==> src/rtl/zeroriscy_sim_periph.sv <==
// Simulation peripheral on the crossbar's peripheral slave port: tohost/halt register,
// buffered 8N1 UART transmitter and a 64-bit mtime/mtimecmp timer with interrupt.
module zeroriscy_sim_periph #(
    parameter int unsigned FIFO_DEPTH = 16,
    parameter int unsigned BAUD_DIV   = 16,
    parameter int unsigned TIMER_DIV  = 1
) (
    input  logic        clk,
    input  logic        rst_n,
    input  logic        p_req,
    input  logic        p_we,
    input  logic [3:0]  p_be,
    input  logic [31:0] p_addr,
    input  logic [31:0] p_wdata,
    output logic [31:0] p_rdata,
    output logic        p_err,
    output logic        uart_tx_o,
    output logic        timer_irq_o,
    output logic        halt_o,
    output logic [31:0] exit_code_o
);
    localparam int unsigned PtrW  = $clog2(FIFO_DEPTH);
    localparam int unsigned CntW  = PtrW + 1;
    localparam int unsigned BaudW = $clog2(BAUD_DIV);
    localparam int unsigned PreW  = (TIMER_DIV > 1) ? $clog2(TIMER_DIV) : 1;
    localparam logic [CntW-1:0]  Full     = CntW'(FIFO_DEPTH);
    localparam logic [BaudW-1:0] BaudLast = BaudW'(BAUD_DIV - 1);
    localparam logic [PreW-1:0]  PreLast  = PreW'(TIMER_DIV - 1);

    typedef enum logic [1:0] {StIdle, StStart, StData, StStop} tx_state_e;

    function automatic logic [31:0] be_merge(input logic [31:0] old_v, input logic [31:0] new_v,
                                             input logic [3:0] be);
        logic [31:0] r;
        r = old_v;
        for (int i = 0; i < 4; i++) begin
            if (be[i]) r[8*i +: 8] = new_v[8*i +: 8];
        end
        return r;
    endfunction

    logic [3:0]      off;
    logic            unused_addr;
    logic            wr, rd;
    logic            wr_tohost, wr_tx, wr_stat, wr_mlo, wr_mhi, wr_clo, wr_chi;
    logic [31:0]     rdata_q, rd_data;
    logic            err_q, rd_err;
    logic [31:0]     tohost_q, tohost_new;
    logic            halt_q;
    logic [31:0]     exit_q;
    logic [7:0]      fifo_mem [FIFO_DEPTH];
    logic [PtrW-1:0] wptr_q, rptr_q;
    logic [CntW-1:0] cnt_q, cnt_d;
    logic            ovf_q, ovf_d;
    logic            fifo_nonempty, push, pop;
    tx_state_e       state_q;
    logic [BaudW-1:0] baud_q;
    logic            baud_last;
    logic [2:0]      bit_q;
    logic [7:0]      shift_q;
    logic            tx_q;
    logic [PreW-1:0] presc_q, presc_d;
    logic            tick;
    logic [63:0]     mtime_q, mtime_d, mtime_inc, mtimecmp_q, cmp_d;

    assign off         = p_addr[5:2];
    assign unused_addr = ^{p_addr[31:6], p_addr[1:0]};
    assign wr          = p_req & p_we;
    assign rd          = p_req & ~p_we;
    assign wr_tohost   = wr && (off == 4'd0);
    assign wr_tx       = wr && (off == 4'd1) && p_be[0];
    assign wr_stat     = wr && (off == 4'd2);
    assign wr_mlo      = wr && (off == 4'd4);
    assign wr_mhi      = wr && (off == 4'd5);
    assign wr_clo      = wr && (off == 4'd6);
    assign wr_chi      = wr && (off == 4'd7);
    assign tohost_new  = be_merge(tohost_q, p_wdata, p_be);

    // FIFO: a push while full is dropped even if a pop happens in the same cycle
    assign fifo_nonempty = (cnt_q != '0);
    assign push          = wr_tx && (cnt_q != Full);
    assign baud_last     = (baud_q == BaudLast);
    assign pop           = fifo_nonempty &&
                           ((state_q == StIdle) || ((state_q == StStop) && baud_last));

    always_comb begin
        cnt_d = cnt_q;
        case ({push, pop})
            2'b10:   cnt_d = cnt_q + CntW'(1);
            2'b01:   cnt_d = cnt_q - CntW'(1);
            default: cnt_d = cnt_q;
        endcase
        ovf_d = ovf_q;
        if (wr_stat && p_be[1] && p_wdata[9]) ovf_d = 1'b0;
        if (wr_tx && (cnt_q == Full)) ovf_d = 1'b1;
    end

    // A write to one mtime half replaces that half and suppresses the pending increment
    assign tick      = (presc_q == PreLast);
    assign mtime_inc = mtime_q + 64'd1;

    always_comb begin
        presc_d = tick ? '0 : presc_q + PreW'(1);
        mtime_d = tick ? mtime_inc : mtime_q;
        if (wr_mlo) mtime_d = {mtime_q[63:32], be_merge(mtime_q[31:0], p_wdata, p_be)};
        if (wr_mhi) mtime_d = {be_merge(mtime_q[63:32], p_wdata, p_be), mtime_q[31:0]};
        cmp_d = mtimecmp_q;
        if (wr_clo) cmp_d = {mtimecmp_q[63:32], be_merge(mtimecmp_q[31:0], p_wdata, p_be)};
        if (wr_chi) cmp_d = {be_merge(mtimecmp_q[63:32], p_wdata, p_be), mtimecmp_q[31:0]};
    end

    always_comb begin
        rd_data = '0;
        rd_err  = 1'b0;
        case (off)
            4'd0: rd_data = tohost_q;
            4'd1: rd_data = '0;
            4'd2: begin
                rd_data[9]   = ovf_q;
                rd_data[8]   = (state_q != StIdle);
                rd_data[7:0] = 8'(cnt_q);
            end
            4'd4:    rd_data = mtime_q[31:0];
            4'd5:    rd_data = mtime_q[63:32];
            4'd6:    rd_data = mtimecmp_q[31:0];
            4'd7:    rd_data = mtimecmp_q[63:32];
            default: rd_err  = 1'b1;
        endcase
    end

    always_ff @(posedge clk) begin
        if (push) fifo_mem[wptr_q] <= p_wdata[7:0];
    end

    always_ff @(posedge clk or negedge rst_n) begin
        if (!rst_n) begin
            rdata_q    <= '0;
            err_q      <= 1'b0;
            tohost_q   <= '0;
            halt_q     <= 1'b0;
            exit_q     <= '0;
            wptr_q     <= '0;
            rptr_q     <= '0;
            cnt_q      <= '0;
            ovf_q      <= 1'b0;
            presc_q    <= '0;
            mtime_q    <= '0;
            mtimecmp_q <= '1;
        end else begin
            if (rd) begin
                rdata_q <= rd_data;
                err_q   <= rd_err;
            end
            if (wr_tohost) begin
                tohost_q <= tohost_new;
                if (tohost_new != '0) begin
                    halt_q <= 1'b1;
                    exit_q <= tohost_new;
                end
            end
            if (push) wptr_q <= wptr_q + PtrW'(1);
            if (pop)  rptr_q <= rptr_q + PtrW'(1);
            cnt_q      <= cnt_d;
            ovf_q      <= ovf_d;
            presc_q    <= presc_d;
            mtime_q    <= mtime_d;
            mtimecmp_q <= cmp_d;
        end
    end

    always_ff @(posedge clk or negedge rst_n) begin
        if (!rst_n) begin
            state_q <= StIdle;
            baud_q  <= '0;
            bit_q   <= '0;
            shift_q <= '0;
            tx_q    <= 1'b1;
        end else begin
            case (state_q)
                StIdle: begin
                    baud_q <= '0;
                    if (pop) begin
                        state_q <= StStart;
                        shift_q <= fifo_mem[rptr_q];
                        tx_q    <= 1'b0;
                    end
                end
                StStart: begin
                    if (baud_last) begin
                        baud_q  <= '0;
                        bit_q   <= '0;
                        state_q <= StData;
                        tx_q    <= shift_q[0];
                        shift_q <= shift_q >> 1;
                    end else begin
                        baud_q <= baud_q + BaudW'(1);
                    end
                end
                StData: begin
                    if (baud_last) begin
                        baud_q <= '0;
                        if (bit_q == 3'd7) begin
                            state_q <= StStop;
                            tx_q    <= 1'b1;
                        end else begin
                            bit_q   <= bit_q + 3'd1;
                            tx_q    <= shift_q[0];
                            shift_q <= shift_q >> 1;
                        end
                    end else begin
                        baud_q <= baud_q + BaudW'(1);
                    end
                end
                StStop: begin
                    if (baud_last) begin
                        baud_q <= '0;
                        if (pop) begin
                            state_q <= StStart;
                            shift_q <= fifo_mem[rptr_q];
                            tx_q    <= 1'b0;
                        end else begin
                            state_q <= StIdle;
                        end
                    end else begin
                        baud_q <= baud_q + BaudW'(1);
                    end
                end
                default: begin
                    state_q <= StIdle;
                    tx_q    <= 1'b1;
                end
            endcase
        end
    end

    assign p_rdata     = rdata_q;
    assign p_err       = err_q;
    assign uart_tx_o   = tx_q;
    assign timer_irq_o = (mtime_q >= mtimecmp_q);
    assign halt_o      = halt_q;
    assign exit_code_o = exit_q;

endmodule

==> config.mk <==
export PLATFORM = sky130hd
export DESIGN_NAME = zeroriscy_sim_periph
export DESIGN_NICKNAME = d
export VERILOG_FILES = /design/src/rtl/zeroriscy_sim_periph.sv
export SDC_FILE = /design/constraint.sdc
export NUM_CORES = 1
export LEC_CHECK = 0
export CORE_UTILIZATION = 40
export DETAILED_ROUTE_END_ITERATION = 10
export DONT_BUFFER_PORTS = 1
export PLACE_DENSITY_LB_ADDON = 0.25
export SYNTH_ARGS = -nofsm -noshare
export SYNTH_HDL_FRONTEND = slang
export SYNTH_SLANG_ARGS = --single-unit
==> constraint.sdc <==
create_clock -name clk -period 2.9 [get_ports clk]
set_input_delay 0.58 -clock clk [delete_from_list [all_inputs] [get_ports clk]]
set_output_delay 0.58 -clock clk [all_outputs]
set_load 0.05 [all_outputs]
==> results by group <==
Run status
  – Run status: complete, but fails checks
  – Failing checks: negative hold slack, negative setup slack

Drt
  – Router iterations before antenna repair: 8
  – Wire per inst: approximately 24 um
  – DRC: 0
  – Antenna viol nets, final: 0
  – DR WL met2: approximately 26 mm
  – Met3 WL: 6.35 mm
  – Wire length on met1: 28.2 mm
  – Routed Wire Length: 62.5 mm
  – Max layer used: met5
  – Initial DRC count: 1844
  – Via count: 15732
  – DR vias/cell: roughly 6

Cells and area
  – Final Core Density: 48.1%
  – Net count, final: between 2000 and 2500
  – Share of cells above drive strength 1: 23.9%
  – N_diodes: 0
  – Area Overhead vs Synth: 17.8%
  – Most frequent cells in the layout: 192 x dfrtp_1, 191 x nand2_1, 175 x buf_4
  – Fillers: 4434
  – Non-filler cells, final: 2654
  – Most common cell after layout, fill and taps aside: dfrtp_1

Yosys
  – Syn_nets: slightly below 2000
  – Syn avg cell area: 11.0 um2
  – Cell variety after synth: 77
  – Async SR Flop Fraction: 66.8%
  – Share of the synthesized area in the top cell type: 24.1%
  – Sequential area share after synthesis: 51.8%
  – Post-synthesis cell area: about 20000 um2
  – Largest cells by area after synthesis: dfrtp_1 24%, edfxtp_1 19%, dfstp_2 8.5%
  – Post-Synthesis Cells: 1821
  – Yosys top cell by area: dfrtp_1
  – Number of synthesized register bits: about 390
  – Yosys synthesis warning count: 0
  – EDFF count, synth: 128
  – Top_reg_cell synth: dfrtp_1

Clock network
  – CTS max path bufs: 3
  – Total CTS buffers: 42
  – CTS tree: built
  – Root buf cell: clkbuf_16
  – Worst-Skew Late Latency: ~590 ps
  – H-tree levels: 2
  – Clk pin slew, worst setup/hold paths: 60 ps
  – CTS sink cnt: slightly below 400

Global route
  – First-pass GRT wire length: 94.3 mm
  – Initial antenna violation count: 1
  – Vias in the first global route: 15029
  – Grt total ovfl: 0
  – Largest net degree at the start of global routing: 259
  – Total GRT Usage: 24.7%

Timing
  – Fin crit share: 131%
  – Setup Skew: 13.9 ps
  – Slew at the pin with the worst max-slew slack: around 950 ps
  – Unrepaired setup endpoints after global routing: yes
  – Min Hold Slack: -293 ps
  – Setup Viol. Count Final: 1
  – FMAX: 0.262 GHz
  – Rel. slew slack: 36.8%
  – Final Hold Viols: 200
  – PnR worst setup slack: -912 ps
  – Post-layout min period: roughly 3800 ps
  – Final Max Slew Viols: 0

Place
  – Routability congestion estimate: 0.958
  – Post-DP HPWL: 45.2 mm
  – Buffers added on ports: 0
  – Placed insts: ~2600
  – Pre-CTS setup slack: -518 ps

Setup path
  – CP Class: reg2out
  – Crit-path max FO: 2
  – CP peak stage delay: 530 ps
  – WP data required: between 2000 and 2500 ps
  – Crit. Startpoint: mtimecmp_q[33]$_DFFE_PN1P_
  – Crit end category: output port
  – R2R Path Start: mtime_q[6]$_DFFE_PN0P_
  – Startpoint types: register
  – Critical Path AT: 3230 ps
  – Slowest CP cell: dfstp_2
  – Critical path cell sequence: inv_1 > ha_1 > a41o_1 > a21oi_2 > nor4_1 > or4_4 > a2111oi_4 > o211ai_1 > buf_4

Power and ir drop
  – Pint: roughly 12 mW
  – PwrDens: 725 nW/um2
  – Share of power burned in combinational logic: 21.8%
  – Sw Ratio: 32.3%
  – Final Power: 17.1 mW
  – Leak: 9.68 nW
  – Sequential Power Share: 44.2%
  – Net switching power: between 5 and 6 mW
  – Clock network power share: 34.0%
  – Worst VDD drop: between 0.0003 and 0.0004 V

Die
  – DIE AREA: 51000 um2
  – Die Span X: 226 um
  – FP Rows: 81
  – Initial Utilization: between 40 and 50%
  – Io pins: 140
  – Core area: between 40000 and 50000 um2
  – Die height: 226 um

Worst hold path
  – Worst Hold Class: in2async

Job
  – Max-cap violation count: 0
-- logic make-up (layout without fill, tap and decap cells) --
| family | Yosys count | count (layout) | synth area share, % |
|---|---|---|---|
| simple gates | 543 | 543 | 13.2 |
| compound gates | 440 | 440 | 13.5 |
| flops | 386 | 386 | 51.8 |
| buf+inv | 197 | 366 | 3.76 |
| mux | 156 | 156 | 11.9 |
| fa+ha+maj | 83 | 83 | 5.22 |
| xor+xnor | 16 | 16 | 0.699 |
-- layer usage --
metal	global-route usage, %	vias up
li1	-	7076
met2	35.4	702
met5	0	-
met4	6.21	2
met1	37.5	7855
met3	5.41	97
-- flip-flops by register name, summed over array words and instances (netlist names), 5 cells and up --
| register | count |
|---|---|
| mtime_q | 64 |
| mtimecmp_q | 64 |
| p_rdata | 32 |
| shift_q | 8 |
| fifo_mem | 128 |
| tohost_q | 32 |
| exit_code_o | 32 |
| cnt_q | 5 |
-- final cells by class --
class / count / area [um2] / area share [%]
sequential: 386 / 10400 / 43.9
clock buffer: 54 / 1160 / 4.90
multi-input combinational: 1238 / 9150 / 38.7
clock inverter: 24 / 343 / 1.45
timing repair buffer: 177 / 1350 / 5.73
tap: 664 / 831 / 3.52
inverter: 111 / 417 / 1.76
-- power groups by stage --
stage / Combinational, mW / Clock, mW / Sequential, mW
floorplan: 2.11 / 0 / 7.58
global placement: 3.53 / 0 / 7.63
detailed placement: 3.60 / 0 / 7.66
CTS: 3.66 / 5.94 / 7.56
global route: 4.07 / 6.14 / 7.66
finish: 3.73 / 5.83 / 7.57
-- repair_timing --
item                                    4_1_cts  5_1_grt
setup buffers                                 0        0
endpoints found under the setup margin        2        1
gates resized for setup                       9        3
endpoints found under the hold margin       258      239
pin swaps                                     7        4
-- synthesized netlist by cell type, types with 14 or more instances --
cell type,n
mux2i_1,49
clkbuf_1,62
a22oi_1,28
nor2_1,111
inv_1,111
o21ai_0,161
a21oi_1,102
nand4_1,42
nor4_1,27
nand3_1,48
dfstp_2,65
and3_1,14
buf_1,14
o22ai_1,27
mux4_2,62
nand2_1,191
dfrtp_1,193
nor3_1,42
ha_1,82
mux2_2,45
edfxtp_1,128
-- stage by stage --
stage / hold WS (ps) / instance area, um2 / setup TNS [ps]
after floorplan: 284 / 20200 / -171
after global placement: 293 / 22100 / -482
after detailed placement: 294 / 22100 / -518
after CTS: -317 / 23600 / -920
after global routing: -306 / 23600 / -950
final: -293 / 23600 / -912
-- critical path: cells and delay by family, from the launching register on --
family / cells / cell delay [ps]
AND/OR/NAND/NOR: 2 / 540
flip-flops: 1 / 530
AO/OA/AOI/OAI: 4 / 960
buffers and inverters: 2 / 320
adder cells (fa/ha/maj): 1 / 300
-- path summary, 6_finish.rpt --
kind	end	slack [ps]	cells past startpoint
worst max-delay path	timer_irq_o	-910	9
worst min-delay path	exit_code_o[29]$_DFFE_PN0P_	-290	0
worst max register to register	mtime_q[37]$_DFFE_PN0P_	120	9
worst min register to register	shift_q[2]$_DFFE_PN0P_	480	2
max in group asynchronous	p_rdata[24]$_DFFE_PN0P_	2420	0
min in group clk	fifo_mem[10][0]$_DFFE_PP_	90	0
(Power assumes the default switching activity.)
